===== src/rtl/hex_scroll_ctrl_if.sv =====
// Nibble write channel into the scrolling hex display controller.
// Valid/ready handshake; wr_last marks the final nibble of a message.
interface hex_scroll_ctrl_if;
    logic       wr_valid;
    logic       wr_ready;
    logic [3:0] wr_data;
    logic       wr_last;

    modport master (
        output wr_valid,
        output wr_data,
        output wr_last,
        input  wr_ready
    );

    modport slave (
        input  wr_valid,
        input  wr_data,
        input  wr_last,
        output wr_ready
    );
endinterface


===== src/rtl/hex_scroll_ctrl.sv =====
// Scrolls a buffered hex message across six seven-segment digits.
// Optional HEX_SCROLL_BLINK_EN: blink the frozen frame while paused.
module hex_scroll_ctrl #(
    parameter int TICK_DIV = 25000000,
    parameter int DEPTH    = 16
) (
    input  logic                     CLOCK_50,
    input  logic                     RESET,
    hex_scroll_ctrl_if.slave         wr,
    input  logic                     pause,
    input  logic                     stop,
    output logic [6:0]               HEX0,
    output logic [6:0]               HEX1,
    output logic [6:0]               HEX2,
    output logic [6:0]               HEX3,
    output logic [6:0]               HEX4,
    output logic [6:0]               HEX5,
    output logic [1:0]               state,
    output logic [$clog2(DEPTH):0]   msg_len
);
    localparam int AW = $clog2(DEPTH);
    localparam int CW = $clog2(TICK_DIV);

    typedef enum logic [1:0] {
        IDLE   = 2'd0,
        LOAD   = 2'd1,
        SCROLL = 2'd2,
        PAUSED = 2'd3
    } state_t;

    state_t        state_q, state_d;
    logic [AW-1:0] wr_ptr_q;
    logic [AW-1:0] off_q;
    logic [AW-1:0] off_nxt;
    logic [CW-1:0] cnt_q;
    logic [AW:0]   len_q;
    logic [3:0]    mem [DEPTH];
    logic [6:0]    hex_q [6];
    logic [6:0]    seg_d [6];
    logic [AW:0]   idx [6];
    logic          xfer, commit, tick, show;
    logic          blank_q;

    function automatic logic [6:0] seg7(input logic [3:0] n);
        case (n)
            4'h0: seg7 = 7'h40;
            4'h1: seg7 = 7'h79;
            4'h2: seg7 = 7'h24;
            4'h3: seg7 = 7'h30;
            4'h4: seg7 = 7'h19;
            4'h5: seg7 = 7'h12;
            4'h6: seg7 = 7'h02;
            4'h7: seg7 = 7'h78;
            4'h8: seg7 = 7'h00;
            4'h9: seg7 = 7'h10;
            4'hA: seg7 = 7'h08;
            4'hB: seg7 = 7'h03;
            4'hC: seg7 = 7'h46;
            4'hD: seg7 = 7'h21;
            4'hE: seg7 = 7'h06;
            default: seg7 = 7'h0E;
        endcase
    endfunction

    assign wr.wr_ready = (state_q == IDLE) || (state_q == LOAD);
    assign xfer   = wr.wr_valid && wr.wr_ready && !stop;
    assign commit = xfer && (wr.wr_last ||
                    (state_q == LOAD && wr_ptr_q == AW'(DEPTH - 1)));
    assign tick   = cnt_q == CW'(TICK_DIV - 1);
    assign off_nxt = ({1'b0, off_q} + (AW+1)'(1) == len_q) ?
                     '0 : off_q + AW'(1);

    always_ff @(posedge CLOCK_50 or posedge RESET) begin
        if (RESET) state_q <= IDLE;
        else       state_q <= state_d;
    end

    always_comb begin
        state_d = state_q;
        if (stop) begin
            state_d = IDLE;
        end else begin
            unique case (state_q)
                IDLE, LOAD: begin
                    if (commit)    state_d = SCROLL;
                    else if (xfer) state_d = LOAD;
                end
                SCROLL: if (pause)  state_d = PAUSED;
                PAUSED: if (!pause) state_d = SCROLL;
            endcase
        end
    end

    always_ff @(posedge CLOCK_50 or posedge RESET) begin
        if (RESET) begin
            wr_ptr_q <= '0;
            off_q    <= '0;
            cnt_q    <= '0;
            len_q    <= '0;
`ifdef HEX_SCROLL_BLINK_EN
            blank_q  <= 1'b0;
`endif
        end else if (stop) begin
            wr_ptr_q <= '0;
            off_q    <= '0;
            cnt_q    <= '0;
            len_q    <= '0;
`ifdef HEX_SCROLL_BLINK_EN
            blank_q  <= 1'b0;
`endif
        end else begin
            if (xfer) wr_ptr_q <= commit ? '0 : wr_ptr_q + AW'(1);
            if (commit) begin
                len_q <= {1'b0, wr_ptr_q} + (AW+1)'(1);
                off_q <= '0;
                cnt_q <= '0;
            end
            case (state_q)
                SCROLL: begin
`ifdef HEX_SCROLL_BLINK_EN
                    blank_q <= 1'b0;
`endif
                    if (!pause) begin
                        cnt_q <= tick ? '0 : cnt_q + CW'(1);
                        if (tick) off_q <= off_nxt;
                    end
                end
                PAUSED: begin
                    if (!pause) begin
                        cnt_q <= '0;
`ifdef HEX_SCROLL_BLINK_EN
                        blank_q <= 1'b0;
                    end else begin
                        cnt_q <= tick ? '0 : cnt_q + CW'(1);
                        if (tick) blank_q <= ~blank_q;
`endif
                    end
                end
                default: ;
            endcase
        end
    end

`ifndef HEX_SCROLL_BLINK_EN
    assign blank_q = 1'b0;
`endif

    always_ff @(posedge CLOCK_50) begin
        if (xfer) mem[wr_ptr_q] <= wr.wr_data;
    end

    // Digit k shows buffer[(offset+5-k) mod L]; offset < L so at most 5 folds
    always_comb begin
        idx   = '{default: '0};
        seg_d = '{default: 7'h7F};
        for (int k = 0; k < 6; k++) begin
            idx[k] = {1'b0, off_q} + (AW+1)'(5 - k);
            for (int j = 0; j < 5; j++) begin
                if (idx[k] >= len_q) idx[k] = idx[k] - len_q;
            end
            seg_d[k] = seg7(mem[idx[k][AW-1:0]]);
        end
    end

    assign show = (state_q == SCROLL || state_q == PAUSED) && !blank_q;

    always_ff @(posedge CLOCK_50 or posedge RESET) begin
        if (RESET) begin
            for (int k = 0; k < 6; k++) hex_q[k] <= 7'h7F;
        end else begin
            for (int k = 0; k < 6; k++) hex_q[k] <= show ? seg_d[k] : 7'h7F;
        end
    end

    assign HEX0    = hex_q[0];
    assign HEX1    = hex_q[1];
    assign HEX2    = hex_q[2];
    assign HEX3    = hex_q[3];
    assign HEX4    = hex_q[4];
    assign HEX5    = hex_q[5];
    assign state   = state_q;
    assign msg_len = len_q;
endmodule


===== src/flat_wrapper.sv =====
// flat-port wrapper written by rule: the top's interface ports become plain ports
module hex_scroll_ctrl_flat 
#(
    parameter int TICK_DIV = 25000000,
    parameter int DEPTH    = 16
)
  (CLOCK_50, RESET, pause, stop, HEX0, HEX1, HEX2, HEX3, HEX4, HEX5, state, msg_len, wr_wr_valid, wr_wr_data, wr_wr_last, wr_wr_ready);
  hex_scroll_ctrl_if wr_i ();
  input  logic CLOCK_50;
  input  logic RESET;
  input  logic pause;
  input  logic stop;
  output logic [6:0] HEX0;
  output logic [6:0] HEX1;
  output logic [6:0] HEX2;
  output logic [6:0] HEX3;
  output logic [6:0] HEX4;
  output logic [6:0] HEX5;
  output logic [1:0] state;
  output logic [$clog2(DEPTH):0] msg_len;
  input wire logic [$bits(wr_i.wr_valid)-1:0] wr_wr_valid;
  input wire logic [$bits(wr_i.wr_data)-1:0] wr_wr_data;
  input wire logic [$bits(wr_i.wr_last)-1:0] wr_wr_last;
  output wire logic [$bits(wr_i.wr_ready)-1:0] wr_wr_ready;
  assign wr_i.wr_valid = wr_wr_valid;
  assign wr_i.wr_data = wr_wr_data;
  assign wr_i.wr_last = wr_wr_last;
  assign wr_wr_ready = wr_i.wr_ready;
  hex_scroll_ctrl #(.TICK_DIV(TICK_DIV), .DEPTH(DEPTH)) u_core (.CLOCK_50(CLOCK_50), .RESET(RESET), .wr(wr_i), .pause(pause), .stop(stop), .HEX0(HEX0), .HEX1(HEX1), .HEX2(HEX2), .HEX3(HEX3), .HEX4(HEX4), .HEX5(HEX5), .state(state), .msg_len(msg_len));
endmodule

===== config.mk =====
export PLATFORM = sky130hd
export DESIGN_NAME = hex_scroll_ctrl_flat
export DESIGN_NICKNAME = d
export VERILOG_FILES = /design/src/rtl/hex_scroll_ctrl_if.sv /design/src/rtl/hex_scroll_ctrl.sv /design/src/flat_wrapper.sv
export SDC_FILE = /design/constraint.sdc
export NUM_CORES = 1
export LEC_CHECK = 0
export CAP_MARGIN = 0
export CORE_UTILIZATION = 58
export DETAILED_ROUTE_END_ITERATION = 16
export MAX_ROUTING_LAYER = met4
export PLACE_DENSITY = 0.77
export SYNTH_ARGS = -nofsm -noshare
export SYNTH_HDL_FRONTEND = slang
export SYNTH_SLANG_ARGS = --single-unit

===== constraint.sdc =====
create_clock -name CLOCK_50 -period 13.35 [get_ports CLOCK_50]
set_clock_uncertainty 0.05 [all_clocks]
set_input_delay 2.67 -clock CLOCK_50 [delete_from_list [all_inputs] [get_ports CLOCK_50]]
set_output_delay 2.67 -clock CLOCK_50 [all_outputs]
set_load 0.01 [all_outputs]

==> results of run 1 <==
## cell type report
cell class	instances	share of cell area
Multi-Input combinational cell	1994	0.689
Inverter	142	0.0253
Clock inverter	15	0.00878
Timing Repair Buffer	90	0.0390
Clock buffer	17	0.0202
Antenna cell	1	0.000119
Tap cell	442	0.0262
Sequential cell	146	0.191
## metrics by stage
step                hold slack, ps  worst slack [ps]  std cells
floorplan                      393              1580       2375
global placement               421              1530       2814
detailed placement             434              1240       2814
CTS                            449              1170       2846
global route                   463               196       2847
finish                         454               942       2847
## worst reg2reg max path, delay by kind of cell (launching register included)
kind,cells,cell delay (ps)
compound gates,19,5500
fa+ha+maj,6,1770
buf+inv,6,1060
flops,1,790
mux,3,1470
simple gates,7,1660
## routing by layer
layer | up-vias | part of all wire | global-route usage
met2 | 1067 | 0.43 | 0.604
met3 | 242 | 0.11 | 0.0786
met1 | 9511 | 0.41 | 0.534
li1 | 9025 | - | -
met5 | - | 0 | -
met4 | 0 | 0.050 | 0.185
## state kept, by name (all words and copies together), names as in the netlist
name / cells
u_core.off_q: 4
u_core.HEX1: 7
u_core.HEX3: 7
u_core.wr_ptr_q: 4
u_core.HEX0: 7
u_core.msg_len: 5
u_core.mem: 64
u_core.state: 2
u_core.HEX5: 7
u_core.HEX2: 7
u_core.HEX4: 7
u_core.cnt_q: 25
## cells in the final DEF (no fill, tap or decap), drive strengths merged, types with 51 or more instances in the layout
master         netlist  final
clkdlybuf4s50        0     59
o21ai              199    199
nand3               58     58
a21o                61     61
ha                 186    186
inv                142    151
a21oi              160    160
o211ai              65     65
nor2               164    164
nand2              231    231
mux2i               86     86
edfxtp              64     64
a31oi               51     51
## final timing paths
kind                            depth (start not counted)  slack (ps)               end
worst min register to register                          1         450  u_core.cnt_q[18]
worst min-delay path                                    1         450  u_core.cnt_q[18]
max in group asynchronous                               3        9630    u_core.HEX2[6]
min in group asynchronous                               2        2570   u_core.cnt_q[8]
worst max-delay path                                   41         940    u_core.HEX3[0]
worst max register to register                         41         940    u_core.HEX3[0]
## logic make-up after synthesis
logic type,count (synthesis),synth area share
compound gates,864,0.303
simple gates,702,0.175
buf+inv,235,0.0477
fa+ha+maj,214,0.148
flops,146,0.207
mux,144,0.0881
xor+xnor,70,0.0315
## repair_timing
action / in CTS / in global routing
setup endpoints to repair: 0 / 2
resized for setup: 0 / 1
hold buffers: 0 / 0
==> results.md, run 1 <==
- Status: completed
- Initial Utilization: 0.594
- Count of cell types in the netlist: 102
- Largest delay share family, worst path: compound AO/OA/AOI/OAI gates
- Initial antenna violation count: 1
- Num CTS Buffers: 17
- Setup bufs post-CTS: 0
- Worst slew margin: 0.180
- H-tree depth: 4
- Final setup TNS: 0 ps
- Avg Inst Size Synth: 8.20 µm²
- Clk slew on worst S/H paths: 70 ps
- Net Count, Synth: 2,599
- Die Ht: 185 µm
- Tcrit/Tclk final: 0.929
- Seq/Total Area, Yosys: 0.207
- Asr flop ratio synth: 0.562
- Util after Layout: 0.643
- Area contributors post-synth: ha_1, edfxtp_1, dfstp_2, dfrtp_1, mux2i_1
- Crit-path slowest cell: dfrtp_1
- Total gr overflow: 0
- Hold wc startpoint: u_core.cnt_q[18]
- Synth area leader: ha_1
- Crit path required time: 13,640 ps
- Final net count: 2,615
- Drt pass-1 iters: 9
- Post-Place Cell Area: 20,500 µm²
- Critical-path maximum fanout: 29
- Largest net degree at the start of global routing: 49
- First-pass GRT wire length: 104,000 µm
- Worst-Skew Late Latency: 440 ps
- Average wire per standard cell: 23.8 µm
- Max-slew violation count: 0
- Synth top area share: 0.119
- Post-synth top cells: nand2_1, ha_1, o21ai_0, nor2_1, a21oi_1
- Min Tclk post-route: 12,410 ps
- Fin. Hold Viols: 0
- Multi-input gate area: 14,500 µm²
- HPWL Detailed: 50,500 µm
- Register area: 4030 µm²
- Most used cell, CP: ha_1
- DRC: 0
- Layout cell share with drive strength beyond 1: 0.0940
- Worst-Margin Slew: 1220 ps
- Die Width: 185 µm
- Cells after synthesis: 2,375
- CP bufs+invs: 6
- Global Route Usage Sum: 0.407
- WL final: 67,700 µm
- HP Class: register to register
- Crit path DAT: 12,690 ps
- Dominant synthesized flop cell: edfxtp_1
- EDFF count, synth: 64
- Gpl congestion: 1.10
- CP endpoint kind: register
- Fillers: 2,814
- I/O pin total: 60
- Total number of vias: 19,800
- CTS root buf: clkbuf_16
- Setup violators final: 0
- Longest Clk Path Bufs: 2
- Most numerous cell in the Yosys netlist: nand2_1
- Max-Cap Viols: 0
- Synth Register Bits: 146
- TritonCTS clock tree: done
- Setup CP Type: register to register
- Mapped Area: 19,500 µm²
- Area grow syn2layout: 8.26%
- CP max stage delay: 790 ps
- Die area: 34,300 µm²
- Via/cell ratio: 6.97
- Core Region: 32,800 µm²
- Clock sink total: 146
- Worst reg2reg startpoint: u_core.msg_len[4]
- Vias in the first global route: 18,500
- Row count: 66
- First DRT Iteration DRCs: 2,180
- Unrepaired setup endpoints after global routing: no
- Routed Antenna Nets: 0
- CP startpoint: u_core.msg_len[4]
- Startpoint types: register
- Yosys warns: 0
- Design Area, Final: 21,100 µm²
- Fmax: 80.6 MHz
- IO Port Bufs: 59
Power of run 1 is left out: the tool's default activity adds up to more than one toggle a clock period on the data nets, which glitch-free logic cannot reach.
==> run 2: changes to the inputs <==
Settings changed: SKIP_CTS_REPAIR_TIMING from default to 1.
==> results of run 2 <==
Final layout, timing and power as in run 1 (identical DEF).
Power of run 2 is left out for the same reason.
==> run 3: changes to the inputs <==
Settings changed: CTS_BUF_LIST from default to sky130_fd_sc_hd__clkbuf_8 sky130_fd_sc_hd__clkbuf_16.
==> results of run 3 <==
Final layout, timing and power as in run 1 (identical DEF).
Power of run 3 is left out for the same reason.
